$ cat config.mk
export PLATFORM = sky130hd
export DESIGN_NAME = transaction_engine_flat
export DESIGN_NICKNAME = d
export VERILOG_FILES = /design/src/rtl/transaction_engine_if.sv /design/src/rtl/transaction_engine.sv /design/src/flat_wrapper.sv
export SDC_FILE = /design/constraint.sdc
export NUM_CORES = 1
export LEC_CHECK = 0
export CELL_PAD_IN_SITES_DETAIL_PLACEMENT = 0
export CELL_PAD_IN_SITES_GLOBAL_PLACEMENT = 1
export CORE_ASPECT_RATIO = 1.25
export CORE_MARGIN = 2
export CORE_UTILIZATION = 30
export CTS_BUF_LIST = sky130_fd_sc_hd__clkbuf_16
export DETAILED_ROUTE_END_ITERATION = 8
export GPL_ROUTABILITY_DRIVEN = 0
export PLACE_DENSITY_LB_ADDON = 0.1
export SLEW_MARGIN = 20
export SYNTH_ARGS = -nofsm -noshare
export SYNTH_HDL_FRONTEND = slang
export SYNTH_SLANG_ARGS = --single-unit
$ cat constraint.sdc
create_clock -name clock -period 7.7 [get_ports clock]
set_input_delay 1.54 -clock clock [delete_from_list [all_inputs] [get_ports clock]]
set_output_delay 1.54 -clock clock [all_outputs]
set_load 0.01 [all_outputs]
$ cat src/rtl/transaction_engine_if.sv
// Bundle for the start/finished handshake, amount/key registers and the balance RAM port.
interface transaction_engine_if #(
  parameter int unsigned WIDTH = 8
);

  logic             start_transaction;
  logic [WIDTH-1:0] amount;
  logic [3:0]       key;
  logic [WIDTH-1:0] mem_rdata;
  logic             mem_addr;
  logic             mem_we;
  logic [WIDTH-1:0] mem_wdata;
  logic             busy;
  logic             anim_active;
  logic             tx_ok;
  logic             tx_reject;
  logic             finished_transaction;

  // System side: main controller, amount/key registers and the RAM read port.
  modport master (
    output start_transaction,
    output amount,
    output key,
    output mem_rdata,
    input  mem_addr,
    input  mem_we,
    input  mem_wdata,
    input  busy,
    input  anim_active,
    input  tx_ok,
    input  tx_reject,
    input  finished_transaction
  );

  // Engine side.
  modport slave (
    input  start_transaction,
    input  amount,
    input  key,
    input  mem_rdata,
    output mem_addr,
    output mem_we,
    output mem_wdata,
    output busy,
    output anim_active,
    output tx_ok,
    output tx_reject,
    output finished_transaction
  );

endinterface

$ cat src/rtl/transaction_engine.sv
// Transaction engine: reads both balances, checks funds/overflow, commits or
// rejects, then holds for an animation window and pulses finished_transaction.
// Optional macro TX_FEE_EN: sender additionally pays FEE, which is burned.
module transaction_engine #(
  parameter int unsigned     WIDTH       = 8,
  parameter int unsigned     ANIM_CYCLES = 25000000,
  parameter logic [WIDTH-1:0] FEE        = WIDTH'(1)
) (
  input  logic                clock,
  input  logic                resetn,
  transaction_engine_if.slave bus
);

  localparam int unsigned     CNT_W    = (ANIM_CYCLES > 1) ? $clog2(ANIM_CYCLES) : 1;
  localparam logic [CNT_W-1:0] CNT_LOAD = CNT_W'(ANIM_CYCLES - 1);

`ifdef TX_FEE_EN
  localparam logic [WIDTH:0] FEE_NEED = {1'b0, FEE};
`else
  localparam logic [WIDTH:0] FEE_NEED = '0;
  logic unused_fee;
  assign unused_fee = ^FEE;
`endif

  typedef enum logic [3:0] {
    IDLE,
    RD_S,
    RD_R,
    LATCH,
    CHECK,
    WR_S,
    WR_R,
    ANIM,
    DONE,
    HOLD
  } state_t;

  state_t           state;
  state_t           state_n;

  logic             sender;
  logic             sender_n;
  logic [WIDTH-1:0] amt;
  logic [WIDTH-1:0] amt_n;
  logic [WIDTH-1:0] sbal;
  logic [WIDTH-1:0] sbal_n;
  logic [WIDTH-1:0] rbal;
  logic [WIDTH-1:0] rbal_n;
  logic [CNT_W-1:0] cnt;
  logic [CNT_W-1:0] cnt_n;

  logic             addr_n;
  logic             we_n;
  logic [WIDTH-1:0] wdata_n;
  logic             busy_n;
  logic             anim_n;
  logic             ok_n;
  logic             rej_n;
  logic             fin_n;

  logic [WIDTH:0]   need_c;
  logic [WIDTH:0]   rsum_c;
  logic             reject_c;

  logic             unused_key;
  assign unused_key = ^bus.key[3:1];

  // Funds and overflow checks, both evaluated in WIDTH+1 bits.
  always_comb begin
    need_c   = {1'b0, amt} + FEE_NEED;
    rsum_c   = {1'b0, rbal} + {1'b0, amt};
    reject_c = ({1'b0, sbal} < need_c) || (rsum_c > {1'b0, {WIDTH{1'b1}}});
  end

  // State register.
  always_ff @(posedge clock) begin
    if (!resetn) begin
      state <= IDLE;
    end else begin
      state <= state_n;
    end
  end

  // Next state, datapath next values and look-ahead outputs for the next state.
  always_comb begin
    state_n  = state;
    sender_n = sender;
    amt_n    = amt;
    sbal_n   = sbal;
    rbal_n   = rbal;
    cnt_n    = cnt;
    ok_n     = bus.tx_ok;
    rej_n    = bus.tx_reject;
    addr_n   = 1'b0;
    we_n     = 1'b0;
    wdata_n  = '0;
    busy_n   = 1'b0;
    anim_n   = 1'b0;
    fin_n    = 1'b0;

    case (state)
      IDLE: begin
        if (bus.start_transaction) begin
          state_n  = RD_S;
          ok_n     = 1'b0;
          rej_n    = 1'b0;
          amt_n    = bus.amount;
          sender_n = bus.key[0];
        end
      end
      RD_S: begin
        state_n = bus.start_transaction ? RD_R : IDLE;
      end
      RD_R: begin
        if (!bus.start_transaction) begin
          state_n = IDLE;
        end else begin
          sbal_n  = bus.mem_rdata;
          state_n = LATCH;
        end
      end
      LATCH: begin
        if (!bus.start_transaction) begin
          state_n = IDLE;
        end else begin
          rbal_n  = bus.mem_rdata;
          state_n = CHECK;
        end
      end
      CHECK: begin
        if (!bus.start_transaction) begin
          state_n = IDLE;
        end else if (reject_c) begin
          rej_n   = 1'b1;
          cnt_n   = CNT_LOAD;
          state_n = ANIM;
        end else begin
          ok_n    = 1'b1;
          state_n = WR_S;
        end
      end
      WR_S: begin
        state_n = WR_R;
      end
      WR_R: begin
        cnt_n   = CNT_LOAD;
        state_n = ANIM;
      end
      ANIM: begin
        if (cnt == '0) begin
          state_n = DONE;
        end else begin
          cnt_n = cnt - CNT_W'(1);
        end
      end
      DONE: begin
        state_n = HOLD;
      end
      HOLD: begin
        if (!bus.start_transaction) begin
          state_n = IDLE;
        end
      end
      default: begin
        state_n = IDLE;
      end
    endcase

    case (state_n)
      RD_S: begin
        addr_n = sender_n;
      end
      RD_R: begin
        addr_n = ~sender_n;
      end
      WR_S: begin
        addr_n  = sender_n;
        we_n    = 1'b1;
        wdata_n = WIDTH'({1'b0, sbal_n} - need_c);
      end
      WR_R: begin
        addr_n  = ~sender_n;
        we_n    = 1'b1;
        wdata_n = WIDTH'(rsum_c);
      end
      default: begin
        addr_n = 1'b0;
      end
    endcase

    busy_n = (state_n != IDLE) && (state_n != HOLD);
    anim_n = (state_n == ANIM);
    fin_n  = (state_n == DONE);
  end

  // Datapath and registered outputs.
  always_ff @(posedge clock) begin
    if (!resetn) begin
      sender                   <= 1'b0;
      amt                      <= '0;
      sbal                     <= '0;
      rbal                     <= '0;
      cnt                      <= '0;
      bus.mem_addr             <= 1'b0;
      bus.mem_we               <= 1'b0;
      bus.mem_wdata            <= '0;
      bus.busy                 <= 1'b0;
      bus.anim_active          <= 1'b0;
      bus.tx_ok                <= 1'b0;
      bus.tx_reject            <= 1'b0;
      bus.finished_transaction <= 1'b0;
    end else begin
      sender                   <= sender_n;
      amt                      <= amt_n;
      sbal                     <= sbal_n;
      rbal                     <= rbal_n;
      cnt                      <= cnt_n;
      bus.mem_addr             <= addr_n;
      bus.mem_we               <= we_n;
      bus.mem_wdata            <= wdata_n;
      bus.busy                 <= busy_n;
      bus.anim_active          <= anim_n;
      bus.tx_ok                <= ok_n;
      bus.tx_reject            <= rej_n;
      bus.finished_transaction <= fin_n;
    end
  end

endmodule

$ cat src/flat_wrapper.sv
// flat-port wrapper written by rule: the top's interface ports become plain ports
module transaction_engine_flat 
#(
  parameter int unsigned     WIDTH       = 8,
  parameter int unsigned     ANIM_CYCLES = 25000000,
  parameter logic [WIDTH-1:0] FEE        = WIDTH'(1)
)
  (clock, resetn, bus_start_transaction, bus_amount, bus_key, bus_mem_rdata, bus_mem_addr, bus_mem_we, bus_mem_wdata, bus_busy, bus_anim_active, bus_tx_ok, bus_tx_reject, bus_finished_transaction);
  transaction_engine_if #(.WIDTH(WIDTH)) bus_i ();
  input  logic clock;
  input  logic resetn;
  input wire logic [$bits(bus_i.start_transaction)-1:0] bus_start_transaction;
  input wire logic [$bits(bus_i.amount)-1:0] bus_amount;
  input wire logic [$bits(bus_i.key)-1:0] bus_key;
  input wire logic [$bits(bus_i.mem_rdata)-1:0] bus_mem_rdata;
  output wire logic [$bits(bus_i.mem_addr)-1:0] bus_mem_addr;
  output wire logic [$bits(bus_i.mem_we)-1:0] bus_mem_we;
  output wire logic [$bits(bus_i.mem_wdata)-1:0] bus_mem_wdata;
  output wire logic [$bits(bus_i.busy)-1:0] bus_busy;
  output wire logic [$bits(bus_i.anim_active)-1:0] bus_anim_active;
  output wire logic [$bits(bus_i.tx_ok)-1:0] bus_tx_ok;
  output wire logic [$bits(bus_i.tx_reject)-1:0] bus_tx_reject;
  output wire logic [$bits(bus_i.finished_transaction)-1:0] bus_finished_transaction;
  assign bus_i.start_transaction = bus_start_transaction;
  assign bus_i.amount = bus_amount;
  assign bus_i.key = bus_key;
  assign bus_i.mem_rdata = bus_mem_rdata;
  assign bus_mem_addr = bus_i.mem_addr;
  assign bus_mem_we = bus_i.mem_we;
  assign bus_mem_wdata = bus_i.mem_wdata;
  assign bus_busy = bus_i.busy;
  assign bus_anim_active = bus_i.anim_active;
  assign bus_tx_ok = bus_i.tx_ok;
  assign bus_tx_reject = bus_i.tx_reject;
  assign bus_finished_transaction = bus_i.finished_transaction;
  transaction_engine #(.WIDTH(WIDTH), .ANIM_CYCLES(ANIM_CYCLES), .FEE(FEE)) u_core (.clock(clock), .resetn(resetn), .bus(bus_i));
endmodule
==> run summary, run 1 <==
Final WS setup -> 2910 ps
chip width -> 105 um
initial antenna violation count -> 0
Fin Clk Skew -> 7.19 ps
commonest non-fill, non-tap cells in the layout -> 69 x dfxtp_1, 41 x nor2_1, 37 x a21oi_1, 34 x clkdlybuf4s50_1, 23 x ha_1
CP required -> 7910 ps
max layer used -> met4
CTS tree -> built
top cells by area, synth -> dfxtp_1 36%, ha_1 7.5%, a21oi_1 4.8%
yosys warns -> 0
max-slew violation count -> 0
Place WS -> 2510 ps
post-DR wirelength/cell -> 16.3 um
FF-to-FF path depth -> 13
Vias -> 3,336
slew of the pin with the lowest slew margin -> 731 ps
final WL -> 10.5 mm
register area share after synthesis -> 36.2%
CTS hold repair buffers -> 0
max-cap violation count -> 0
nets -> 520
Initial DRT Pass Iterations -> 4
CORE AREA -> 12,500 sq um
dominant synthesized flop cell -> dfxtp_1
synth unique cells -> 61
worst hold path type -> reg -> reg
final setup vio count -> 0
largest net degree at the start of global routing -> 41
Reg clk slew, reported paths -> 60 ps
Post-Synthesis Cells -> 442
RSZ-0062 raised after global routing -> false
Metal-1 WL -> 4.50 mm
Setup TNS -> 0 ps
Pwr Density -> 188 nW/um^2
CTS resizes -> 0
DR DRC count -> 0
n_diodes -> 0
CTS buffer count -> 9
FMAX -> 209 MHz
Data arrival, critical path -> 5000 ps
GR Overflow Total -> 0
synthesized net count -> 490
Setup CP Type -> in -> reg
share of the synthesized area in the top cell type -> 36.2%
Die ar. -> 13,700 sq um
clk buf depth -> 2
detailed-route vias per instance -> 5.17
Met2 Wirelength -> 5.44 mm
peak supply drop -> 88.3 uV
DR iter-0 viols -> 197
Tot Pwr -> 0.000869 W
Slew headroom -> 51.2%
largest area contributor in the netlist -> dfxtp_1
Area Growth Syn to Fin -> 21.2%
CP max FO -> 11
fraction of layout cells with a size suffix above 1 -> 8.60%
vias in the first global route -> 3,373
Hold Worst Slack -> 474 ps
ys async rst share -> 0%
status -> complete, no violations
Post-Synthesis Cell Area -> 3820 sq um
post-DP HPWL -> 7.45 mm
chip height -> 130 um
Critical Path Source Type -> input pin
Final Hold Viols -> 0
worst skew pair latency -> 330 ps
antenna violation net count after detailed routing -> 0
met3 wire len -> 309 um
Fillers -> 1,365
crit end category -> flip-flop
CTS HTree Levels -> 3
all-layer global routing usage -> 16.1%
Period Utilization, post-route -> 62.3%
hold path depth -> 2
Initial Utilization -> 30.4%
I/O Buffers -> 34
post-layout util -> 36.9%
minimum clock period -> 4790 ps
IO Count -> 38
leakage -> 1.95 nW
Num Clock Sinks -> 69
most common cell after layout, fill and taps aside -> dfxtp_1
number of enable flip-flop cells after synthesis -> 0
first-pass GRT wire length -> 17.2 mm
Setup Fix Bufs, Post-CTS -> 0
Root Buffer -> clkbuf_16
#FFs+latches synth -> 69
Core Rows -> 46
synthesized area per cell -> 8.64 sq um
## Yosys cell counts (2+ instances only)
library cell and instances:
mux2_2 7, or4_1 6, ha_1 23, nor3_1 14
xor2_1 4, o31ai_1 3, o21bai_1 2, or2_2 6
nand3_1 20, mux2i_1 14, or3_1 4, xnor2_1 9
o22ai_1 7, and3_1 5, o2111ai_1 3, a311oi_1 2
and2_1 8, nor2_1 41, o21a_1 8, a21o_1 8
o211a_1 6, nand2b_1 8, clkbuf_1 16, a31oi_1 12
nor4_1 4, a211oi_1 5, nand2_1 21, nor2b_1 2
dfxtp_1 69, a21oi_1 37, o21ai_0 11, nand4_1 2
o211ai_1 2, fa_1 2, nor3b_1 2, inv_1 19
buf_1 3, o31a_1 4
## logic make-up after synthesis
logic type | count (synthesis) | share of synthesized area (%)
xor gates and xnor gates | 13 | 2.98
AOI/OAI and AO/OA | 124 | 22.1
DFF | 69 | 36.2
muxes | 21 | 5.73
buffers and inverters | 39 | 3.87
and+or+nand+nor | 151 | 20.6
adders and majority gates | 25 | 8.58
## through the flow
stage / instances / cell area [sq um]
floorplan: 442 / 3820
global placement: 629 / 4340
detailed placement: 629 / 4340
CTS: 645 / 4630
global route: 645 / 4630
finish: 645 / 4630
## state kept, by name (all words and copies together), names as in the netlist
name,cells
u_core.amt,8
u_core.bus.anim_active,1
u_core.bus.busy,1
u_core.bus.finished_transaction,1
u_core.bus.mem_addr,1
u_core.bus.mem_wdata,8
u_core.bus.mem_we,1
u_core.bus.tx_ok,1
u_core.bus.tx_reject,1
u_core.cnt,25
u_core.rbal,8
u_core.sbal,8
u_core.sender,1
u_core.state,4
## routing by layer
metal,global-route usage (%),vias to the layer above
met5,0,-
met2,30.1,58
met1,18.0,1575
met3,2.75,21
li1,-,1682
met4,7.29,0
## report_power, final
group	total [W]	switching, W	leakage [nW]	internal (W)
clock network	0.000411	0.000162	0.143	0.000249
registers	0.000367	0.00000440	0.558	0.000362
logic	0.0000914	0.0000501	1.25	0.0000413
## critical path, cell delays in order
cell             delay [ps]
clkdlybuf4s50_1         610
nor3b_1                 230
buf_4                   250
nand3_1                 400
mux2i_1                 340
ha_1                    210
inv_1                    60
fa_1                    410
a21o_1                  180
a21oi_1                 230
o21bai_1                100
a21oi_1                 170
xor2_1                  170
o22ai_1                  90
## final timing paths
kind / start / endpoint / slack, ps
max: bus_start_transaction / u_core.bus.mem_wdata[6]$_SDFF_PN0_ / 2910
max reg2reg: u_core.state[2]$_SDFF_PN0_ / u_core.bus.mem_wdata[6]$_SDFF_PN0_ / 4360
min reg2reg: u_core.amt[5]$_SDFFE_PN0P_ / u_core.amt[5]$_SDFFE_PN0P_ / 470
min: u_core.amt[5]$_SDFFE_PN0P_ / u_core.amt[5]$_SDFFE_PN0P_ / 470
## layout make-up
cell class | instances | area [sq um] | area share (%)
multi-input combinational | 334 | 2290 | 49.6
sequential | 69 | 1380 | 29.8
timing repair buffer | 39 | 378 | 8.16
clock buffer | 9 | 225 | 4.87
tap | 168 | 210 | 4.54
inverter | 19 | 71.3 | 1.54
clock inverter | 7 | 67.6 | 1.46
Note: power is estimated with default switching activity, not from simulation.
==> run 2, diff against run 1 <==
- clock period: 7.7 -> 4.1 ns (I/O delays scaled with it)
==> run summary, run 2 (synthesis gave the netlist of run 1 again) <==
antenna violation net count after detailed routing -> 0 (unchanged)
FF-to-FF setup slack -> 810 ps (was 4360 ps)
CORE AREA -> 12,500 sq um (unchanged)
FF-to-FF path depth -> 8 (was 13)
most frequent CP cell -> a21oi_1 (unchanged)
Tot Pwr -> 0.00164 W (was 0.000869 W)
RSZ-0062 raised after global routing -> false (unchanged)
P_int -> 0.00123 W (was 0.000652 W)
minimum clock period -> 3480 ps
Initial DRT Pass Iterations -> 4 (unchanged)
Fin Clk Skew -> 6.49 ps (was 7.19 ps)
reg2reg start -> u_core.cnt[0]$_SDFFE_PN0P_ (was u_core.state[2]$_SDFF_PN0_)
Setup Fix Bufs, Post-CTS -> 0 (unchanged)
slew of the pin with the lowest slew margin -> 769 ps (was 731 ps)
all-layer global routing usage -> 15.8% (was 16.1%)
final setup vio count -> 0 (unchanged)
n_diodes -> 0 (unchanged)
peak supply drop -> 157 uV (was 88.3 uV)
Reg-to-Reg End -> u_core.bus.mem_wdata[0]$_SDFF_PN0_ (was u_core.bus.mem_wdata[6]$_SDFF_PN0_)
final WL -> 10.5 mm (about the same)
worst skew pair latency -> 330 ps (about the same)
Hold Startpoint -> u_core.bus.tx_reject$_SDFFE_PN0P_ (was u_core.amt[5]$_SDFFE_PN0P_)
FMAX -> 287 MHz
detailed-route vias per instance -> 5.14 (was 5.17)
GR Overflow Total -> 0 (unchanged)
dpl cells -> 634 (was 629)
CTS tree -> built (unchanged)
Flop pwr share -> 42.1% (was 42.2%)
max-slew violation count -> 0 (unchanged)
CTS HTree Levels -> 3 (unchanged)
chip width -> 105 um (unchanged)
DR iter-0 viols -> 108 (was 197)
combinational fraction of design power -> 10.7% (was 10.5%)
Critical Path, Cell by Cell -> clkdlybuf4s50_1 -> nor3b_1 -> nand3_1 -> mux2i_1 -> ha_1 -> inv_1 -> fa_1 -> a21o_1 -> a21oi_1 -> o21bai_1 -> a21oi_1 -> xor2_1 -> o22ai_1 (was clkdlybuf4s50_1 -> nor3b_1 -> buf_4 -> nand3_1 -> mux2i_1 -> ha_1 -> inv_1 -> fa_1 -> a21o_1 -> a21oi_1 -> o21bai_1 -> a21oi_1 -> xor2_1 -> o22ai_1)
Largest register FFs -> 25 (unchanged)
CP max FO -> 3 (was 11)
P_sw -> 0.000410 W (was 0.000216 W)
clock power share -> 47.2% (was 47.3%)
Final Hold Viols -> 0 (unchanged)
IO Count -> 38 (unchanged)
nets -> 525 (was 520)
Min-Delay Endpoint -> u_core.bus.tx_reject$_SDFFE_PN0P_ (was u_core.amt[5]$_SDFFE_PN0P_)
CP required -> 4300 ps (was 7910 ps)
Reg clk slew, reported paths -> 60 ps (about the same)
CTS buffer count -> 9 (unchanged)
Vias -> 3,342 (was 3,336)
initial antenna violation count -> 0 (unchanged)
Pwr Density -> 350 nW/um^2 (was 188 nW/um^2)
Num Clock Sinks -> 69 (unchanged)
Initial Utilization -> 30.4% (unchanged)
crit end category -> flip-flop (unchanged)
vias in the first global route -> 3,226 (was 3,373)
Root Buffer -> clkbuf_16 (unchanged)
Data arrival, critical path -> 3680 ps (was 5000 ps)
delay of the slowest cell on the worst path -> 490 ps (was 610 ps)
sw frac -> 25.1% (was 24.9%)
Critical Path Source Type -> input pin (unchanged)
CTS hold repair buffers -> 0 (unchanged)
post-DP HPWL -> 7.76 mm (was 7.45 mm)
Setup TNS -> 0 ps (unchanged)
Reg with most FFs -> u_core.cnt (unchanged)
Core Rows -> 46 (unchanged)
Area Growth Syn to Fin -> 22.4% (was 21.2%)
clk buf depth -> 2 (unchanged)
Period Utilization, post-route -> 85.0%
chip height -> 130 um (unchanged)
largest net degree at the start of global routing -> 25 (was 41)
Slew headroom -> 48.6% (was 51.2%)
post-DR wirelength/cell -> 16.2 um (was 16.3 um)
commonest non-fill, non-tap cells in the layout -> 69 x dfxtp_1, 41 x nor2_1, 37 x a21oi_1, 34 x clkdlybuf4s50_1, 23 x ha_1 (unchanged)
hold path depth -> 2 (unchanged)
status -> complete, no violations (unchanged)
fraction of layout cells with a size suffix above 1 -> 9.54% (was 8.60%)
max-cap violation count -> 0 (unchanged)
most common cell after layout, fill and taps aside -> dfxtp_1 (unchanged)
Setup CP Type -> in -> reg (unchanged)
worst hold path type -> reg -> reg (unchanged)
leakage -> 1.97 nW (was 1.95 nW)
CTS resizes -> 0 (unchanged)
first-pass GRT wire length -> 16.9 mm (was 17.2 mm)
Hold Worst Slack -> 469 ps (was 474 ps)
post-layout util -> 37.2% (was 36.9%)
final cell count without fillers -> 650 (was 645)
DR DRC count -> 0 (unchanged)
slowest stage cell on the critical path -> clkdlybuf4s50_1 (unchanged)
I/O Buffers -> 34 (unchanged)
Die ar. -> 13,700 sq um (unchanged)
[run 2: through the flow]
stage	worst slack [ps]	cell area [sq um]
final	616	4670
after floorplan	974	3820
after global placement	293	4370
after detailed placement	231	4370
after CTS	570	4660
after global routing	363	4670
[run 2: worst max-delay path, delay by kind of cell]
family,cells,cell delay [ps]
AOI/OAI and AO/OA,5,790
adders and majority gates,2,610
buffers and inverters,2,540
and+or+nand+nor,2,480
muxes,1,280
xor gates and xnor gates,1,160
[run 2: worst max path at each step]
stage | startpoint | end | slack (ps) | cells past startpoint
3_5_place_dp | bus_start_transaction | u_core.bus.mem_wdata[6]$_SDFF_PN0_ | 230 | 13
5_1_grt | bus_start_transaction | u_core.bus.mem_wdata[6]$_SDFF_PN0_ | 360 | 13
2_1_floorplan | bus_start_transaction | u_core.bus.mem_wdata[6]$_SDFF_PN0_ | 970 | 12
3_3_place_gp | bus_start_transaction | u_core.bus.mem_wdata[6]$_SDFF_PN0_ | 290 | 13
4_1_cts | bus_start_transaction | u_core.bus.mem_wdata[6]$_SDFF_PN0_ | 570 | 13
6_report | bus_start_transaction | u_core.bus.mem_wdata[6]$_SDFF_PN0_ | 620 | 13
[run 2: routing by layer]
layer  GRT usage [%]  wire [um]
met1            17.7       4530
met2            29.9       5550
met3            3.00        262
met4            5.65        167
met5               0          0
[run 2: cell type report]
class | instances | area, sq um
multi-input cells | 334 | 2300
clock inverters | 7 | 66.3
fillers | 1364 | 7870
clock buffers | 9 | 225
well taps | 168 | 210
inverters | 19 | 71.3
repair buffers | 44 | 415
flip-flops and latches | 69 | 1380
[run 2: power groups by stage]
stage	logic [W]	registers (W)	clock network, W
CTS	0.000178	0.000689	0.000791
finish	0.000175	0.000689	0.000773
global route	0.000196	0.000690	0.000822
detailed placement	0.000177	0.000704	0
global placement	0.000177	0.000704	0
floorplan	0.000116	0.000701	0
==> run 3, diff against run 2 <==
- clock period: 4.1 -> 3.3 ns (I/O delays scaled with it)
==> run summary, run 3 (synthesis gave the netlist of run 1 again) <==
Reg with most FFs -> u_core.cnt (unchanged)
Fillers -> 1,353 (was 1,364)
final WL -> 10.5 mm (about the same)
Min-Delay Endpoint -> u_core.bus.tx_reject$_SDFFE_PN0P_ (unchanged)
Data arrival, critical path -> 3240 ps (was 3680 ps)
fraction of layout cells with a size suffix above 1 -> 12.5% (was 9.54%)
Pwr Density -> 405 nW/um^2 (was 350 nW/um^2)
antenna violation net count after detailed routing -> 0 (unchanged)
IO Count -> 38 (unchanged)
n_diodes -> 0 (unchanged)
crit end category -> flip-flop (unchanged)
peak supply drop -> 182 uV (was 157 uV)
status -> complete, no violations (unchanged)
largest net degree at the start of global routing -> 27 (was 25)
slew of the pin with the lowest slew margin -> 580 ps (was 769 ps)
post-layout util -> 37.9% (was 37.2%)
Core Rows -> 46 (unchanged)
worst hold path type -> reg -> reg (unchanged)
CORE AREA -> 12,500 sq um (unchanged)
DP Area -> 4490 sq um (was 4370 sq um)
commonest non-fill, non-tap cells in the layout -> 69 x dfxtp_1, 41 x nor2_1, 36 x a21oi_1, 34 x clkdlybuf4s50_1, 26 x buf_4 (was 69 x dfxtp_1, 41 x nor2_1, 37 x a21oi_1, 34 x clkdlybuf4s50_1, 23 x ha_1)
Period Utilization, post-route -> 91.9%
Area Growth Syn to Fin -> 24.7% (was 22.4%)
Reg-to-Reg End -> u_core.cnt[8]$_SDFFE_PN0P_ (was u_core.bus.mem_wdata[0]$_SDFF_PN0_)
Final Hold Viols -> 0 (unchanged)
reg2reg start -> u_core.amt[0]$_SDFFE_PN0P_ (was u_core.cnt[0]$_SDFFE_PN0P_)
Num Clock Sinks -> 69 (unchanged)
chip width -> 105 um (unchanged)
Reg clk slew, reported paths -> 60 ps (about the same)
detailed-route vias per instance -> 5.06 (was 5.14)
Slew headroom -> 61.0% (was 48.6%)
final cell count without fillers -> 665 (was 650)
Hold Startpoint -> u_core.bus.tx_reject$_SDFFE_PN0P_ (unchanged)
Initial DRT Pass Iterations -> 4 (unchanged)
DR DRC count -> 0 (unchanged)
leakage -> 2.04 nW (was 1.97 nW)
post-DR wirelength/cell -> 15.9 um (was 16.2 um)
I/O Buffers -> 34 (unchanged)
max-slew violation count -> 0 (unchanged)
FF-to-FF setup slack -> 380 ps (was 810 ps)
crit path launch -> bus_start_transaction (unchanged)
minimum clock period -> 3030 ps
FF-to-FF path depth -> 10 (was 8)
slowest stage cell on the critical path -> clkdlybuf4s50_1 (unchanged)
Root Buffer -> clkbuf_16 (unchanged)
most common cell after layout, fill and taps aside -> dfxtp_1 (unchanged)
Die ar. -> 13,700 sq um (unchanged)
dpl cells -> 650 (was 634)
Critical Path Source Type -> input pin (unchanged)
clk buf depth -> 2 (unchanged)
nets -> 541 (was 525)
initial antenna violation count -> 0 (unchanged)
post-route design area -> 4760 sq um (was 4670 sq um)
FMAX -> 330 MHz
delay of the slowest cell on the worst path -> 490 ps (about the same)
max-cap violation count -> 0 (unchanged)
DR iter-0 viols -> 132 (was 108)
chip height -> 130 um (unchanged)
hold path depth -> 2 (unchanged)
Setup CP Type -> in -> reg (unchanged)
Vias -> 3,367 (was 3,342)
CTS HTree Levels -> 3 (unchanged)
Critical Path, Cell by Cell -> clkdlybuf4s50_1 -> nor3b_2 -> nand3_2 -> buf_4 -> mux2_2 -> ha_1 -> o21ai_0 -> a21oi_1 -> o21ai_0 -> a21oi_1 -> xnor2_1 -> o22ai_1 (was clkdlybuf4s50_1 -> nor3b_1 -> nand3_1 -> mux2i_1 -> ha_1 -> inv_1 -> fa_1 -> a21o_1 -> a21oi_1 -> o21bai_1 -> a21oi_1 -> xor2_1 -> o22ai_1)
RSZ-0062 raised after global routing -> false (unchanged)
vias in the first global route -> 3,375 (was 3,226)
CP required -> 3500 ps (was 4300 ps)
final setup vio count -> 0 (unchanged)
CTS buffer count -> 9 (unchanged)
Fin Clk Skew -> 7.98 ps (was 6.49 ps)
first-pass GRT wire length -> 17.1 mm (was 16.9 mm)
GR Overflow Total -> 0 (unchanged)
all-layer global routing usage -> 16.3% (was 15.8%)
Initial Utilization -> 30.4% (unchanged)
worst skew pair latency -> 330 ps (about the same)
CTS tree -> built (unchanged)
CP max FO -> 6 (was 3)
Largest register FFs -> 25 (unchanged)
post-DP HPWL -> 7.85 mm (was 7.76 mm)
[run 3: per-layer routing]
metal	share of wire (%)	wire length, um	track usage [%]
met3	2.6	279	3.35
met1	43	4590	18.1
met2	52	5440	30.2
met5	0	0	0
met4	2.3	239	6.82
[run 3: cell type report]
cell class	instances	area (sq um)	area share (%)
Clock buffer	9	225	4.73
Clock inverter	6	25.0	0.526
Tap cell	168	210	4.42
Timing Repair Buffer	60	536	11.2
Sequential cell	69	1380	29.0
Inverter	19	71.3	1.50
Multi-Input combinational cell	334	2310	48.6
[run 3: worst max-delay path by stage]
stage / depth (start not counted) / slack [ps] / endpoint
2_1_floorplan: 12 / 330 / u_core.bus.mem_wdata[6]$_SDFF_PN0_
3_3_place_gp: 13 / -240 / u_core.bus.mem_wdata[6]$_SDFF_PN0_
3_5_place_dp: 13 / -250 / u_core.bus.mem_wdata[6]$_SDFF_PN0_
4_1_cts: 13 / 70 / u_core.bus.mem_wdata[6]$_SDFF_PN0_
5_1_grt: 12 / 20 / u_core.bus.mem_wdata[7]$_SDFF_PN0_
6_report: 12 / 270 / u_core.bus.mem_wdata[7]$_SDFF_PN0_
[run 3: through the flow]
step	setup TNS, ps	hold slack (ps)	setup WS [ps]	total power (W)
5_1_grt	0	494	21.3	0.00203
3_5_place_dp	-731	457	-254	0.00111
4_1_cts	0	465	69.0	0.00196
2_1_floorplan	0	440	334	0.00101
3_3_place_gp	-577	447	-237	0.00111
6_report	0	461	269	0.00193
[run 3: worst max-delay path: cells and delay by family]
| kind | cells | cell delay, ps |
|---|---|---|
| buffers and inverters | 2 | 690 |
| XOR/XNOR | 1 | 170 |
| multiplexers | 1 | 290 |
| AND/OR/NAND/NOR | 2 | 380 |
| adder cells (fa/ha/maj) | 1 | 330 |
| AO/OA/AOI/OAI | 5 | 720 |
[run 3: power by group]
| part | leakage [nW] | switching, W | internal [W] |
|---|---|---|---|
| Clock | 0.136 | 0.000350 | 0.000490 |
| Sequential | 0.558 | 0.00000918 | 0.000846 |
| Combinational | 1.35 | 0.000122 | 0.000113 |
[run 3: timing repair]
action | 4_1_cts | 5_1_grt
hold buffers | 0 | 0
buffers inserted | 0 | 0
endpoints found under the setup margin | 0 | 3
resized for setup | 0 | 4
